File: src/rtl/trace_arb_pkg.sv
// Shared constants, state encoding and helpers for the trace-line arbiter.
package trace_arb_pkg;

    localparam int unsigned CHAR_W = 8;
    localparam int unsigned CNT_W  = 8;
    localparam int unsigned DROP_W = 16;
    localparam int unsigned SUM_W  = DROP_W + 1;

    localparam logic [CHAR_W-1:0] CH_START   = 8'h5E;
    localparam logic [CHAR_W-1:0] CH_END     = 8'h23;
    localparam logic [CHAR_W-1:0] ABORT_CHAR = 8'h0A;

    typedef enum logic [1:0] {
        IDLE  = 2'd0,
        GRANT = 2'd1,
        ABORT = 2'd2
    } arb_state_e;

    typedef struct packed {
        logic [CHAR_W-1:0] ch;
        logic              valid;
        logic              abort;
    } out_beat_t;

    // Saturating add of a 0..2 increment onto the drop counter.
    function automatic logic [DROP_W-1:0] sat_add(input logic [DROP_W-1:0] base,
                                                  input logic [1:0]        inc);
        logic [SUM_W-1:0] sum;
        sum = SUM_W'(base) + SUM_W'(inc);
        return sum[DROP_W] ? {DROP_W{1'b1}} : sum[DROP_W-1:0];
    endfunction

endpackage

File: src/rtl/trace_rr_pick.sv
// Two-way round-robin pick: on a tie the source that did not finish last wins.
module trace_rr_pick (
    input  logic cand0,
    input  logic cand1,
    input  logic last,
    output logic gnt_valid,
    output logic gnt_idx
);

    assign gnt_valid = cand0 | cand1;
    assign gnt_idx   = (cand0 && cand1) ? ~last : cand1;

endmodule

File: src/rtl/trace_line_arbiter.sv
// Line-granular round-robin arbiter feeding the trace-line checker.
// Optional line length cap enabled by defining LINE_LEN_LIMIT_EN.
module trace_line_arbiter
    import trace_arb_pkg::*;
#(
    parameter int unsigned TIMEOUT = 16,
    parameter int unsigned MAX_LEN = 64
) (
    input  logic              clk,
    input  logic              reset,
    input  logic [CHAR_W-1:0] src0_char,
    input  logic              src0_valid,
    output logic              src0_ready,
    input  logic [CHAR_W-1:0] src1_char,
    input  logic              src1_valid,
    output logic              src1_ready,
    output logic [CHAR_W-1:0] out_char,
    output logic              out_valid,
    output logic              out_src,
    output logic              line_abort,
    output logic [DROP_W-1:0] drop_cnt
);

    arb_state_e        state, state_d;
    logic              owner, owner_d;
    logic              last, last_d;
    logic [CNT_W-1:0]  stall, stall_d;
    out_beat_t         out_q, out_d;
    logic              out_src_d;
    logic [DROP_W-1:0] drop_d;

    logic              cand0, cand1, drop0, drop1;
    logic [1:0]        n_drop;
    logic              gnt_valid, gnt_idx;
    logic              own_valid;
    logic [CHAR_W-1:0] own_char;

`ifdef LINE_LEN_LIMIT_EN
    logic [CNT_W-1:0]  len, len_d;
    logic              len_hit;
    // len counts owner characters after '^', so len == MAX_LEN-2 means this one is the MAX_LEN-th.
    assign len_hit = (len == CNT_W'(MAX_LEN - 2)) && (own_char != CH_END);
`else
    logic              unused_max_len;
    assign unused_max_len = ^CNT_W'(MAX_LEN);
`endif

    assign cand0  = src0_valid && (src0_char == CH_START);
    assign cand1  = src1_valid && (src1_char == CH_START);
    assign drop0  = src0_valid && !cand0;
    assign drop1  = src1_valid && !cand1;
    assign n_drop = {1'b0, drop0} + {1'b0, drop1};

    assign own_valid = owner ? src1_valid : src0_valid;
    assign own_char  = owner ? src1_char  : src0_char;

    trace_rr_pick u_pick (
        .cand0     (cand0),
        .cand1     (cand1),
        .last      (last),
        .gnt_valid (gnt_valid),
        .gnt_idx   (gnt_idx)
    );

    // Next-state, handshake and next-output logic.
    always_comb begin
        state_d    = state;
        owner_d    = owner;
        last_d     = last;
        stall_d    = stall;
        out_d      = '{ch: out_q.ch, valid: 1'b0, abort: 1'b0};
        out_src_d  = out_src;
        drop_d     = drop_cnt;
        src0_ready = 1'b0;
        src1_ready = 1'b0;
`ifdef LINE_LEN_LIMIT_EN
        len_d      = len;
`endif
        case (state)
            IDLE: begin
                src0_ready = drop0 || (cand0 && !gnt_idx);
                src1_ready = drop1 || (cand1 && gnt_idx);
                drop_d     = sat_add(drop_cnt, n_drop);
                if (gnt_valid) begin
                    out_d.ch    = CH_START;
                    out_d.valid = 1'b1;
                    owner_d     = gnt_idx;
                    out_src_d   = gnt_idx;
                    stall_d     = '0;
                    state_d     = GRANT;
`ifdef LINE_LEN_LIMIT_EN
                    len_d       = '0;
`endif
                end
            end
            GRANT: begin
                src0_ready = !owner;
                src1_ready = owner;
                if (own_valid) begin
                    stall_d = '0;
`ifdef LINE_LEN_LIMIT_EN
                    len_d   = len + CNT_W'(1);
                    if (len_hit) state_d = ABORT;
                    else
`endif
                    begin
                        out_d.ch    = own_char;
                        out_d.valid = 1'b1;
                        if (own_char == CH_END) begin
                            last_d  = owner;
                            state_d = IDLE;
                        end
                    end
                end else if (stall == CNT_W'(TIMEOUT - 1)) begin
                    state_d = ABORT;
                end else begin
                    stall_d = stall + CNT_W'(1);
                end
            end
            ABORT: begin
                out_d   = '{ch: ABORT_CHAR, valid: 1'b1, abort: 1'b1};
                last_d  = owner;
                stall_d = '0;
                state_d = IDLE;
            end
            default: state_d = IDLE;
        endcase
    end

    // State and output registers.
    always_ff @(posedge clk or negedge reset) begin
        if (!reset) begin
            state    <= IDLE;
            owner    <= 1'b0;
            last     <= 1'b1;
            stall    <= '0;
            out_q    <= '0;
            out_src  <= 1'b0;
            drop_cnt <= '0;
`ifdef LINE_LEN_LIMIT_EN
            len      <= '0;
`endif
        end else begin
            state    <= state_d;
            owner    <= owner_d;
            last     <= last_d;
            stall    <= stall_d;
            out_q    <= out_d;
            out_src  <= out_src_d;
            drop_cnt <= drop_d;
`ifdef LINE_LEN_LIMIT_EN
            len      <= len_d;
`endif
        end
    end

    assign out_char   = out_q.ch;
    assign out_valid  = out_q.valid;
    assign line_abort = out_q.abort;

endmodule

File: config.mk
export PLATFORM = sky130hd
export DESIGN_NAME = trace_line_arbiter
export DESIGN_NICKNAME = d
export VERILOG_FILES = /design/src/rtl/trace_arb_pkg.sv /design/src/rtl/trace_rr_pick.sv /design/src/rtl/trace_line_arbiter.sv
export SDC_FILE = /design/constraint.sdc
export NUM_CORES = 1
export LEC_CHECK = 0
export CELL_PAD_IN_SITES_DETAIL_PLACEMENT = 1
export CELL_PAD_IN_SITES_GLOBAL_PLACEMENT = 2
export CORE_UTILIZATION = 33
export DETAILED_ROUTE_END_ITERATION = 16
export GPL_TIMING_DRIVEN = 0
export HOLD_SLACK_MARGIN = 0.1
export PLACE_DENSITY = 0.84
export SLEW_MARGIN = 20
export SYNTH_ARGS = -nofsm -noshare
export SYNTH_HDL_FRONTEND = slang
export SYNTH_SLANG_ARGS = --single-unit
File: constraint.sdc
create_clock -name clk -period 4.8 [get_ports clk]
set_input_delay 0.96 -clock clk [delete_from_list [all_inputs] [get_ports clk]]
set_output_delay 0.96 -clock clk [all_outputs]
set_load 0.005 [all_outputs]
==> results.txt, run 1 <==
----------------------------------------------------
[Finish]
  Design Area, Final ... 2860 um2
  Count of inserted antenna diode cells ... 0
  Non-filler cells, final ... 356
  Layout overhead on the synthesized area ... 30.6%
  Final Net Count ... 302
  Utilization after layout ... 44.8%
  Layout cells sized above 1 ... 8.96%

[STA]
  Final setup skew ... 0.00702 ns
  Peak clock frequency supported by timing ... 243 MHz
  Total negative slack for setup checks ... 0 ns
  Final period utilization ... 85.8%
  Post-layout worst setup margin ... 0.681 ns
  Worst Tran Pin Value ... 0.755 ns
  WHS ... 0.493 ns
  Unrepaired setup endpoints after global routing ... false
  Remaining max-slew budget at the tightest pin ... 49.5%
  Number of hold violations in the final report ... 0
  Final-report setup violation count ... 0
  Clock period minus final worst setup slack ... 4.12 ns
  Max-slew violations ... 0

[Global routing]
  Via count of the first global-routing pass ... 2014
  Total global-route track usage ... 18.0%
  Pin count of the biggest net entering global routing ... 28
  Wire length of the first global-routing pass ... 10.0 mm
  Initial antenna violation count ... 0
  Remaining global-route overflow ... 0

[Routing]
  Total routed wirelength ... 5.92 mm
  Total number of vias ... 1955
  Initial drt markers ... 83
  Via-per-instance ratio ... 5.49
  # DRC ... 0
  Number of nets with antenna violations after routing ... 0
  Routed length per instance ... 16.6 um
  Detailed-routing iteration count for the pre-antenna-repair pass ... 4

[Synthesis]
  Largest cells by area after synthesis ... sky130_fd_sc_hd__dfrtp_1 (42%), sky130_fd_sc_hd__mux2i_1 (4.6%), sky130_fd_sc_hd__nand2_1 (4.1%), sky130_fd_sc_hd__xnor2_1 (3.2%), sky130_fd_sc_hd__nand3_1 (2.5%)
  Gate Count Post-Synth ... 223
  Number of different library cells in the post-synthesis netlist ... 52
  Average size of a mapped cell ... 9.83 um2
  Net count after synthesis ... 246
  Number of warnings printed during yosys synthesis ... 0
  Leading register cell type out of synthesis ... sky130_fd_sc_hd__dfrtp_1
  Post-synthesis cell area ... 2190 um2
  Async SR Flop Fraction ... 100%
  Number of storage elements in the synthesis netlist ... 38
  Top cell type by total area after synthesis ... sky130_fd_sc_hd__dfrtp_1
  Register area share after synthesis ... 43.4%
  Portion of synthesized cell area occupied by the leading cell type ... 42.2%
  Count of flip-flops with a built-in enable after synthesis ... 0

[Clock network]
  Cells resized by post-CTS repair ... 0
  CTS max path bufs ... 2
  Clock insertion delay at the later pin of the skew report ... 0.29 ns
  Clock buffers created by TritonCTS ... 5
  Number of buffers inserted for hold repair after clock tree synthesis ... 0
  Number of clock sinks seen by CTS ... 38
  Level count of the clock H-tree ... 2
  Post-CTS Setup Bufs ... 0
  Root buffer cell ... sky130_fd_sc_hd__clkbuf_8
  Clock-pin slew on the worst setup and hold paths ... 0.07 ns
  CTS tree ... yes

[Job]
  Count of maximum capacitance violations ... 0

[Status]
  Outcome ... completed

[Place]
  Post-Place Worst Slack ... 0.649 ns
  Total instance count after detailed placement ... 349
  HPWL after DPL ... 4.50 mm
  Count of input and output buffers ... 48
  Standard cell area after detailed placement ... 2780 um2
  Placer's final routability congestion estimate ... 0.765

[Critical path]
  Highest net fanout along the worst path ... 8
  CP arrival ... 3.16 ns
  Worst Path Class, Setup ... in -> out
  CP startpoint kind ... input pin
  Nature of the critical path endpoint ... primary output
  Required @ worst endpoint ... 3.84 ns

[Min path]
  Tightest Hold Check Type ... reg -> reg

[Die]
  Area enclosed by the die boundary ... 6970 um2
  Horizontal extent of the die ... 83.5 um
  Starting Density ... 34.3%
  CORE AREA ... 6390 um2
  Number of top-level pins ... 49
  Chip Height ... 83.5 um
  Number of placement rows ... 29

[Power]
  Maximum vdd drop ... 223 uV
  Power after layout ... 1.13 mW
  Cell Pwr Density ... 395 nW/um2
  Static power due to leakage ... 1.18 nW

----------------------------------------------------
cell families (layout without fill, tap and decap cells):
family	count (synthesis)	in the layout	synth area share (%)
AO/OA/AOI/OAI	50	50	16.4
buffers and inverters	20	76	4.00
multiplexers	15	15	7.48
adder cells (fa/ha/maj)	3	3	2.05
flip-flops	38	38	43.4
XOR/XNOR	9	9	3.60
AND/OR/NAND/NOR	88	88	23.0
path summary, 6_finish.rpt:
kind                         startpoint           end  slack, ns  cells after the start
max                        src1_char[4]    src0_ready       0.68                      7
min                         out_char[6]   out_char[6]       0.49                      1
max reg2reg                 drop_cnt[0]   drop_cnt[0]       2.66                      7
min reg2reg                 out_char[6]   out_char[6]       0.49                      1
max in group asynchronous         reset  drop_cnt[10]       3.78                      2
min in group asynchronous         reset         owner       0.56                      1
report_power, final:
part	switching (mW)	total [mW]	internal [mW]
registers	0.0788	0.480	0.401
clock network	0.112	0.209	0.0976
logic	0.195	0.442	0.247
total	0.386	1.13	0.745
cells in the final DEF, fill, tap and decap left out, types with 3 or more instances in the layout:
master,count
sky130_fd_sc_hd__nor3_1,5
sky130_fd_sc_hd__clkbuf_1,3
sky130_fd_sc_hd__nor2b_1,3
sky130_fd_sc_hd__a21oi_1,10
sky130_fd_sc_hd__xnor2_1,8
sky130_fd_sc_hd__o21a_1,4
sky130_fd_sc_hd__a41oi_1,5
sky130_fd_sc_hd__mux2i_1,10
sky130_fd_sc_hd__and3_1,7
sky130_fd_sc_hd__clkbuf_8,5
sky130_fd_sc_hd__nor2_1,10
sky130_fd_sc_hd__nor4bb_1,3
sky130_fd_sc_hd__dfrtp_1,37
sky130_fd_sc_hd__clkdlybuf4s50_1,47
sky130_fd_sc_hd__nand2_1,24
sky130_fd_sc_hd__nand4_1,5
sky130_fd_sc_hd__a31oi_1,5
sky130_fd_sc_hd__o21ai_0,8
sky130_fd_sc_hd__o211ai_1,3
sky130_fd_sc_hd__inv_1,12
sky130_fd_sc_hd__nand3_1,11
sky130_fd_sc_hd__buf_2,5
sky130_fd_sc_hd__or3_1,3
sky130_fd_sc_hd__nor4_1,4
registers in the layout, indices dropped and copies added, names as in the netlist:
signal	count
out_char	8
state	2
line_abort	1
out_valid	1
drop_cnt	16
owner	1
stall	8
last	1
per-layer routing:
layer	global-route usage (%)	wire length, um	up-vias
met2	29.8	2820	41
met4	5.08	66	0
li1	-	-	943
met3	4.35	258	7
met1	23.4	2780	964
met5	0	0	-
worst max-delay path: stages:
cell	delay, ns
sky130_fd_sc_hd__clkdlybuf4s50_1	0.52
sky130_fd_sc_hd__nand4bb_1	0.21
sky130_fd_sc_hd__or3_1	0.38
sky130_fd_sc_hd__buf_2	0.19
sky130_fd_sc_hd__o311ai_0	0.33
sky130_fd_sc_hd__a21oi_1	0.12
sky130_fd_sc_hd__clkdlybuf4s50_1	0.45
cell type report:
cell class	count	area [um2]
Buffer	8	42.5
Clock buffer	5	68.8
Clock inverter	2	10.0
Fill cell	760	3520
Inverter	12	45.0
Multi-Input combinational cell	165	1150
Sequential cell	38	952
Tap cell	77	96.3
Timing Repair Buffer	49	495
cell usage after synthesis, types with 2 or more instances:
master,number
sky130_fd_sc_hd__o22ai_1,2
sky130_fd_sc_hd__clkbuf_1,3
sky130_fd_sc_hd__mux2_2,2
sky130_fd_sc_hd__a31oi_1,5
sky130_fd_sc_hd__a21oi_1,10
sky130_fd_sc_hd__nand2_1,24
sky130_fd_sc_hd__o21a_1,4
sky130_fd_sc_hd__ha_1,2
sky130_fd_sc_hd__dfrtp_1,37
sky130_fd_sc_hd__a41oi_1,5
sky130_fd_sc_hd__nor3_1,5
sky130_fd_sc_hd__nor2b_1,3
sky130_fd_sc_hd__nor4_1,4
sky130_fd_sc_hd__o21ai_0,8
sky130_fd_sc_hd__buf_2,4
sky130_fd_sc_hd__a2bb2oi_1,2
sky130_fd_sc_hd__mux2_4,2
sky130_fd_sc_hd__and3_1,7
sky130_fd_sc_hd__nor2_1,10
sky130_fd_sc_hd__o311ai_0,2
sky130_fd_sc_hd__xnor2_1,8
sky130_fd_sc_hd__nor4bb_1,3
sky130_fd_sc_hd__mux2i_1,10
sky130_fd_sc_hd__inv_1,12
sky130_fd_sc_hd__o211ai_1,3
sky130_fd_sc_hd__or3_1,3
sky130_fd_sc_hd__nand4bb_1,2
sky130_fd_sc_hd__nand4_1,5
sky130_fd_sc_hd__nand2b_1,2
sky130_fd_sc_hd__and2_1,2
sky130_fd_sc_hd__nand3_1,11
Note: power is estimated with default switching activity, not from simulation.
==> run 2: changes to the inputs <==
--- a/config.mk
+++ b/config.mk
@@ -16,3 +16,4 @@
 export SYNTH_ARGS = -nofsm -noshare
 export SYNTH_HDL_FRONTEND = slang
 export SYNTH_SLANG_ARGS = --single-unit
+export TNS_END_PERCENT = 5
==> results of run 2 <==
Final layout, timing and power as in run 1 (identical DEF).
